==> src/rtl/fnd_scan_cntr.sv <==
// rtl/fnd_scan_cntr.sv - scanned 4-digit common-anode 7-segment display driver
//
// Scans one digit every CLK_DIV clocks. Each digit's nibble is taken from a
// frame-latched copy of value, decoded to segments, and its common line is
// pulled low. value/dp_in are sampled only at the start of a frame, so updates
// mid-frame never tear the display.
//
// Optional feature macro: FND_LEADING_ZERO_BLANK_EN
//   When defined, leading zero digits 3..1 are blanked (a..g off). The decimal
//   point still follows dp_in, and digit 0 is never blanked.
//
// Ports:
//   clk         in   1    system clock, rising edge
//   reset_p     in   1    asynchronous active-high reset
//   value       in   16   display value, [3:0]=digit0 (rightmost) .. [15:12]=digit3
//   dp_in       in   4    decimal point per digit, 1=lit
//   seg_7       out  8    segments, active-low, {dp,g,f,e,d,c,b,a}
//   com         out  4    digit commons, active-low, bit n -> digit n
//   frame_tick  out  1    one-cycle pulse when a new frame starts (value latched)

module fnd_scan_cntr #(
    parameter int CLK_DIV = 100_000
) (
    input  logic        clk,
    input  logic        reset_p,
    input  logic [15:0] value,
    input  logic [3:0]  dp_in,
    output logic [7:0]  seg_7,
    output logic [3:0]  com,
    output logic        frame_tick
);

    localparam int CW = (CLK_DIV > 1) ? $clog2(CLK_DIV) : 1;
    localparam logic [CW-1:0] CNT_LAST = CW'(CLK_DIV - 1);

    logic [CW-1:0] cnt;
    logic [1:0]    idx;
    logic [15:0]   lat_value;
    logic [3:0]    lat_dp;

    logic          slot_tick;
    logic          frame_start;
    logic [1:0]    next_idx;
    logic [15:0]   next_value;
    logic [3:0]    next_dp;
    logic [3:0]    nib;
    logic          blank;
    logic [6:0]    seg_on;
    logic [7:0]    next_seg;
    logic [3:0]    next_com;

    // Active-high segment shapes, bit order {g,f,e,d,c,b,a}.
    function automatic logic [6:0] decode(input logic [3:0] n);
        logic [6:0] s;
        case (n)
            4'h0: s = 7'h3F;
            4'h1: s = 7'h06;
            4'h2: s = 7'h5B;
            4'h3: s = 7'h4F;
            4'h4: s = 7'h66;
            4'h5: s = 7'h6D;
            4'h6: s = 7'h7D;
            4'h7: s = 7'h07;
            4'h8: s = 7'h7F;
            4'h9: s = 7'h6F;
            4'hA: s = 7'h77;
            4'hB: s = 7'h7C;
            4'hC: s = 7'h39;
            4'hD: s = 7'h5E;
            4'hE: s = 7'h79;
            default: s = 7'h71;
        endcase
        return s;
    endfunction

    always_comb begin
        slot_tick   = (cnt == CNT_LAST);
        frame_start = slot_tick && (idx == 2'd3);
        next_idx    = idx + 2'd1;

        // The digit-0 outputs are computed on the same edge that latches the
        // new frame, so they must see the incoming value, not the old latch.
        next_value  = frame_start ? value : lat_value;
        next_dp     = frame_start ? dp_in : lat_dp;
        nib         = next_value[{next_idx, 2'b00} +: 4];

`ifdef FND_LEADING_ZERO_BLANK_EN
        // A digit is a leading zero when it and every digit to its left are 0.
        case (next_idx)
            2'd3:    blank = (next_value[15:12] == 4'h0);
            2'd2:    blank = (next_value[15:8]  == 8'h00);
            2'd1:    blank = (next_value[15:4]  == 12'h000);
            default: blank = 1'b0;
        endcase
`else
        blank = 1'b0;
`endif

        seg_on   = blank ? 7'h00 : decode(nib);
        next_seg = {~next_dp[next_idx], ~seg_on};
        next_com = ~(4'b0001 << next_idx);
    end

    always_ff @(posedge clk or posedge reset_p) begin
        if (reset_p) begin
            cnt        <= '0;
            idx        <= 2'd3;
            lat_value  <= 16'h0000;
            lat_dp     <= 4'h0;
            seg_7      <= 8'hFF;
            com        <= 4'b1111;
            frame_tick <= 1'b0;
        end else begin
            cnt        <= slot_tick ? '0 : cnt + 1'b1;
            frame_tick <= frame_start;
            if (slot_tick) begin
                idx   <= next_idx;
                seg_7 <= next_seg;
                com   <= next_com;
            end
            if (frame_start) begin
                lat_value <= value;
                lat_dp    <= dp_in;
            end
        end
    end

endmodule

==> config.mk <==
export PLATFORM = sky130hd
export DESIGN_NAME = fnd_scan_cntr
export DESIGN_NICKNAME = d
export VERILOG_FILES = /design/src/rtl/fnd_scan_cntr.sv
export SDC_FILE = /design/constraint.sdc
export NUM_CORES = 1
export LEC_CHECK = 0
export BUFFER_PORTS_ARGS = -buffer_cell sky130_fd_sc_hd__buf_2
export CORE_ASPECT_RATIO = 0.9
export CORE_MARGIN = 2
export CORE_UTILIZATION = 45
export CTS_CLUSTER_SIZE = 16
export DETAILED_ROUTE_END_ITERATION = 16
export GPL_TIMING_DRIVEN = 1
export SKIP_LAST_GASP = 1
export SYNTH_ARGS = -nofsm -noshare
export SYNTH_HDL_FRONTEND = slang
export SYNTH_SLANG_ARGS = --single-unit
==> constraint.sdc <==
create_clock -name clk -period 9.9 [get_ports clk]
set_input_delay 1.98 -clock clk [delete_from_list [all_inputs] [get_ports clk]]
set_output_delay 1.98 -clock clk [all_outputs]
set_load 0.01 [all_outputs]
==> results of run 1 <==
==> report_power, final <==
group | internal (uW) | switching (uW)
Sequential | 217 | 1.42
Combinational | 12.1 | 13.5
Clock | 50.3 | 75.1
Total | 279 | 90.0
==> routing by layer <==
metal  up-vias  share of wire [%]  track usage [%]
li1        817                  -                -
met1       793                 52             23.6
met2        34                 43             22.6
met3         4                4.2             3.90
met4         0                1.1             5.24
met5         -                  0                0
==> cells by family after synthesis <==
logic type      count (synthesis)  synth area share [%]
flops                          52                  50.3
compound gates                 21                  5.20
xor+xnor                       16                  5.34
mux                            35                  18.3
fa+ha+maj                      11                  5.25
buf+inv                        18                  3.15
simple gates                   61                  12.5
==> cells in the mapped netlist, drive strengths merged, types with 4 or more instances <==
cell type	number
mux4	8
nand3	7
nor2	20
ha	11
xor2	7
dfrtp	38
o21ai	6
xnor2	9
and3	4
clkbuf	5
dfstp	14
mux2i	6
inv	10
nand2	16
mux2	21
a21oi	5
==> how the worst min path moves through the flow <==
| stage | depth (start not counted) | from | slack, ns | end |
|---|---|---|---|---|
| global placement | 2 | seg_7[5]$_DFFE_PP1N_ | 0.44 | seg_7[5]$_DFFE_PP1N_ |
| CTS | 2 | seg_7[5]$_DFFE_PP1N_ | 0.46 | seg_7[5]$_DFFE_PP1N_ |
| global route | 2 | seg_7[5]$_DFFE_PP1N_ | 0.47 | seg_7[5]$_DFFE_PP1N_ |
| detailed placement | 2 | seg_7[5]$_DFFE_PP1N_ | 0.45 | seg_7[5]$_DFFE_PP1N_ |
| floorplan | 1 | cnt[0]$_DFF_PP0_ | 0.45 | cnt[0]$_DFF_PP0_ |
| finish | 2 | seg_7[5]$_DFFE_PP1N_ | 0.46 | seg_7[5]$_DFFE_PP1N_ |
==> stage by stage <==
stage	instances	setup slack, ns	area (sq um)
floorplan	214	6.25	2620
global placement	311	5.80	2840
detailed placement	311	5.70	2840
CTS	319	5.67	2940
global route	319	5.41	2940
finish	319	5.76	2940
==> critical path: cells and delay by family (launching register included) <==
| kind | cells | cell delay, ns |
|---|---|---|
| AOI/OAI and AO/OA | 2 | 0.26 |
| adders and majority gates | 1 | 0.23 |
| buffers and inverters | 2 | 0.27 |
| DFF | 1 | 0.47 |
| muxes | 3 | 1.01 |
| and+or+nand+nor | 3 | 1.79 |
==> cell usage in the layout, fill, tap and decap left out, types with 2 or more instances in the layout <==
cell type / n
xor2_1: 7
clkinvlp_4: 2
dfrtp_1: 38
inv_1: 9
xnor2_1: 9
nand4_1: 3
o31ai_1: 2
mux2_2: 19
a22oi_1: 2
nand3_1: 7
dfstp_2: 14
nor2_1: 20
mux4_2: 8
or4bb_1: 2
a21oi_1: 5
buf_2: 34
o21ai_0: 5
clkbuf_8: 5
and3_1: 4
mux2i_1: 6
ha_1: 11
nand2_1: 15
==> sequential cells by signal (all words and copies together) (netlist names) <==
| signal | count |
|---|---|
| cnt | 17 |
| idx | 2 |
| com | 4 |
| frame_tick | 1 |
| seg_7 | 8 |
| lat_value | 16 |
| lat_dp | 4 |
==> final cells by class <==
type | count | area, sq um | share of cell area (%)
Clock buffer | 5 | 68.8 | 2.34
Clock inverter | 3 | 23.8 | 0.810
Inverter | 10 | 37.5 | 1.28
Multi-Input combinational cell | 144 | 1220 | 41.6
Sequential cell | 52 | 1320 | 44.9
Tap cell | 70 | 87.6 | 2.98
Timing Repair Buffer | 35 | 178 | 6.05
==> out/qor.yml, run 1 <==
synth_cell_types: 41
grt_pass1_wl_um: 8100
hold-worst-slack_ns: 0.461
fillers: 533
setup_viol: 0
slowest_delay_ns: 0.83
worstPathArrival_ns: 4.35
crit_path_max_fanout: 26
clock_sinks: 52
antenna_found_initial: 0
startpoint: "cnt[5]$_DFF_PP0_"
end_kind: "flop"
gp_congestion: 0.777
worst_r2r_path_depth: 11
final.setup_skew_ns: 0.00913
relSlewSlack_pct: 26.0
netlist_area_sq_mm: 0.00262
first_pass_iters: 4
yosys.area.top_type: "dfrtp_1"
postSynth.asyncResetShare_pct: 100
hp-class: "reg2reg"
coreArea_sq_mm: 0.00566
areaGrowthSynthToFinish_pct: 11.9
netlist.area_leader.share_pct: 36.2
fmax_mhz: 241
synth.avg_cell_area_sq_um: 12.3
hold_buffers: 0
synth-seq-cells: 52
reg2reg_from: "cnt[5]$_DFF_PP0_"
drv_cap: 0
die_h_um: 76.4
vias: 1648
nets: 281
worst_ir_drop_vdd_mv: 0.0794
wl_per_cell_um: 14.5
path_clk_slew_ns: 0.10
post_cts_buffers: 0
hold_viol: 0
cts_resized: 0
clock_latency_ns: 0.31
grt_pass1_vias: 1623
io_pins: 35
start_util_pct: 46.4
crit_chain: "or4b_4, nor4_4, nand2_4, mux4_2, mux2i_1, inv_1, ha_1, inv_1, mux2i_1, a21oi_1, a21oi_1"
fin_util_pct: 51.9
syn_nets: 247
power.total_uw: 369
critPathKind: "reg2reg"
drt_iter0_markers: 97
ys.flop_type: "dfrtp_1"
root_buffer: "clkbuf_8"
power_density_mw_per_mm2: 126
status: "finished, final reports clean"
slew_viol_final: 0
setup-tns-final_ns: 0
htreeDepth: 2
cp.required_ns: 10.10
worst-slew-pin-transition_ns: 1.10
portBuffers: 34
drc: 0
cts_buffers: 5
worstSetupStartpointType: "flop"
diodes: 0
leakage_uw: 0.00136
cts_tree: "yes"
synth_edf_count: 0
antenna_left: 0
yosys_warnings: 0
grt_max_degree: 53
fin_crit_ns: 4.14
rsz0062_at_grt: "false"
rows: 26
timing.rr.end: "seg_7[4]$_DFFE_PP1N_"
cpMaxStageDelayCell: "nor4_4"
synth_area_leaders: "dfrtp_1 (36%), dfstp_2 (14%), mux2_2 (8.2%)"
grt_use_total_pct: 15.8
place_hpwl_um: 3260
grt_overflow: 0
avgViaCountPerCell: 5.17
syn_inst: 214
min_period_over_period_pct: 41.9
die_area_sq_mm: 0.00646
r2r_slack_ns: 5.76
crit_path_end: "seg_7[4]$_DFFE_PP1N_"
wl_um: 4620
yosysSeqAreaShare_pct: 50.3
cts_max_path_buffers: 2
fp.dieW_um: 84.5
final_layout_size_suffix_gt1_share_pct: 36.1
Note: power is estimated with default switching activity, not from simulation.
==> run 2, diff against run 1 <==
--- a/config.mk
+++ b/config.mk
@@ -12,6 +12,7 @@
 export CTS_CLUSTER_SIZE = 16
 export DETAILED_ROUTE_END_ITERATION = 16
 export GPL_TIMING_DRIVEN = 1
+export PLACE_DENSITY = 0.67
 export SKIP_LAST_GASP = 1
 export SYNTH_ARGS = -nofsm -noshare
 export SYNTH_HDL_FRONTEND = slang
==> constraint.sdc (replaced) <==
create_clock -name clk -period 3.7 [get_ports clk]
set_input_delay 0.74 -clock clk [delete_from_list [all_inputs] [get_ports clk]]
set_output_delay 0.74 -clock clk [all_outputs]
set_load 0.01 [all_outputs]
==> run 2 against run 1 <==
Global-route usage about the same. Count of clock-buffer cells in the layout increased by 2. Register-to-register slack got worse by 5.3 ns. Non-clock buffer count increased by 5. Worst hold slack got worse by 0.0010 ns. Clock power increased to 2.7 times the previous value. Cell count increased by 1.6%. Critical path depth increased by 2. Sequential cell count unchanged. First-iteration DRC count increased by 23%. Critical path type unchanged.
==> out/qor.yml, run 2 (synthesis gave the netlist of run 1 again) <==
drc: 0  # unchanged
fp.dieW_um: 84.5  # unchanged
areaGrowthSynthToFinish_pct: 13.4
coreArea_sq_mm: 0.00566  # unchanged
crit_path_max_fanout: 15  # -42%
status: "finished, final reports clean"
fin_util_pct: 52.6  # +0.69 points
grt_overflow: 0  # unchanged
grt_pass1_wl_um: 8090  # about the same
worstPathArrival_ns: 3.51  # -0.84 ns
drt_iter0_markers: 119  # +23%
post_cts_buffers: 0  # unchanged
worst_ir_drop_vdd_mv: 0.216  # +170%
final.setup_skew_ns: 0.00625  # -0.00289 ns
largest_register: "cnt"
crit_chain: "or4bb_1, nor4_4, nand2_4, buf_4, mux4_2, mux2i_1, buf_4, inv_1, ha_1, inv_1, mux2i_1, a22oi_1, a21oi_1"
htreeDepth: 2  # unchanged
antenna_left: 0  # unchanged
min_period_over_period_pct: 88.6  # +47 points
die_area_sq_mm: 0.00646  # unchanged
end_kind: "flop"
wl_per_cell_um: 14.2  # -2.2%
drv_cap: 0  # unchanged
rows: 26  # unchanged
relSlewSlack_pct: 28.2  # +2.2 points
fmax_mhz: 305  # +26%
avgViaCountPerCell: 5.23  # +1.3%
rsz0062_at_grt: "false"
cp_top_family: "simple AND/OR/NAND/NOR gates"
cts_max_path_buffers: 2  # unchanged
vias: 1695  # +2.9%
diodes: 0  # unchanged
layout_common_cells: "dfrtp_1 (38), buf_2 (34), nor2_1 (20)"
fillers: 503  # -5.6%
final_common_cell: "dfrtp_1"
path_clk_slew_ns: 0.09  # about the same
cp.required_ns: 3.94  # -6.16 ns
slowest_delay_ns: 0.59  # -0.24 ns
dpl_cell_area_sq_mm: 0.00288  # +1.3%
clock_latency_ns: 0.31  # about the same
worstSetupStartpointType: "flop"
cpMaxStageDelayCell: "or4bb_1"
hold_buffers: 0  # unchanged
fin_crit_ns: 3.28  # -0.867 ns
slew_viol_final: 0  # unchanged
hp-class: "reg2reg"
setup-tns-final_ns: 0  # unchanged
worst-slew-pin-transition_ns: 1.08  # -0.0226 ns
cts_tree: "yes"
largest_reg_flops: 17  # unchanged
nets: 286  # +1.8%
die_h_um: 76.4  # unchanged
cp_num_buf_inv: 4  # +2
wl_um: 4590  # -0.71%
place_hpwl_um: 3320  # +1.8%
cts_resized: 0  # unchanged
io_pins: 35  # unchanged
antenna_found_initial: 0  # unchanged
first_pass_iters: 4  # unchanged
clock_sinks: 52  # unchanged
gp_congestion: 0.786  # +1.1%
root_buffer: "clkbuf_8"
leakage_uw: 0.00139  # +2.1%
top_regs: "cnt x17, lat_value x16, seg_7 x8"
portBuffers: 34  # unchanged
design_area_sq_mm: 0.00298  # +1.3%
hold_viol: 0  # unchanged
critPathKind: "reg2reg"
start_util_pct: 46.4  # unchanged
cts_buffers: 5  # unchanged
grt_use_total_pct: 15.8  # about the same
power_density_mw_per_mm2: 334  # +170%
grt_max_degree: 53  # unchanged
setup_viol: 0  # unchanged
grt_pass1_vias: 1687  # +3.9%
final_layout_size_suffix_gt1_share_pct: 37.0  # +0.86 points
[run 2: changes by cell type in the layout (fill, tap and decap cells not counted)]
cell	change
buf_4	+5
clkbuf_1	+1
clkbuf_8	+1
clkinv_4	-1
clkinvlp_4	-1
[run 2: path summary, 6_finish.rpt]
path / startpoint / end / slack, ns / depth (start not counted)
min in group asynchronous: reset_p / lat_dp[2]$_DFF_PP0_ / 0.68 / 2
worst max register to register: cnt[6]$_DFF_PP0_ / seg_7[6]$_DFFE_PP1N_ / 0.42 / 13
max in group asynchronous: reset_p / lat_value[11]$_DFF_PP0_ / 2.34 / 2
worst min register to register: seg_7[5]$_DFFE_PP1N_ / seg_7[5]$_DFFE_PP1N_ / 0.46 / 2
worst max-delay path: cnt[6]$_DFF_PP0_ / seg_7[6]$_DFFE_PP1N_ / 0.42 / 13
worst min-delay path: seg_7[5]$_DFFE_PP1N_ / seg_7[5]$_DFFE_PP1N_ / 0.46 / 2
[run 2: tightest hold or removal path, delay by kind of cell, from the launching register on]
kind | cells | cell delay (ns)
and+or+nand+nor | 2 | 0.09
DFF | 1 | 0.38
[run 2: per-layer routing]
metal	track usage, %	share of wire (%)	up-vias
met5	0	0	-
met4	5.08	1.3	0
met3	5.74	5.9	7
met2	21.9	43	38
met1	23.1	50	814
li1	-	-	836
[run 2: report_power, final]
group / switching [uW] / total (uW) / internal (uW)
combinational: 36.6 / 70.4 / 33.8
sequential: 4.13 / 584 / 580
clock: 186 / 338 / 152
[run 2: layout make-up]
class,instances,area [sq um],area share [%]
multi-input cells,144,1220,41.1
clock buffers,7,86.3,2.90
inverters,10,37.5,1.26
clock inverters,1,7.51,0.252
well taps,70,87.6,2.94
flip-flops and latches,52,1320,44.3
repair buffers,40,215,7.23
[run 2: through the flow]
step,std cells,setup slack [ns],power [uW],hold slack (ns)
global route,324,0.234,1040,0.482
finish,324,0.423,992,0.460
detailed placement,316,0.445,665,0.452
floorplan,214,0.267,640,0.448
CTS,324,0.418,1010,0.465
global placement,316,0.467,664,0.445
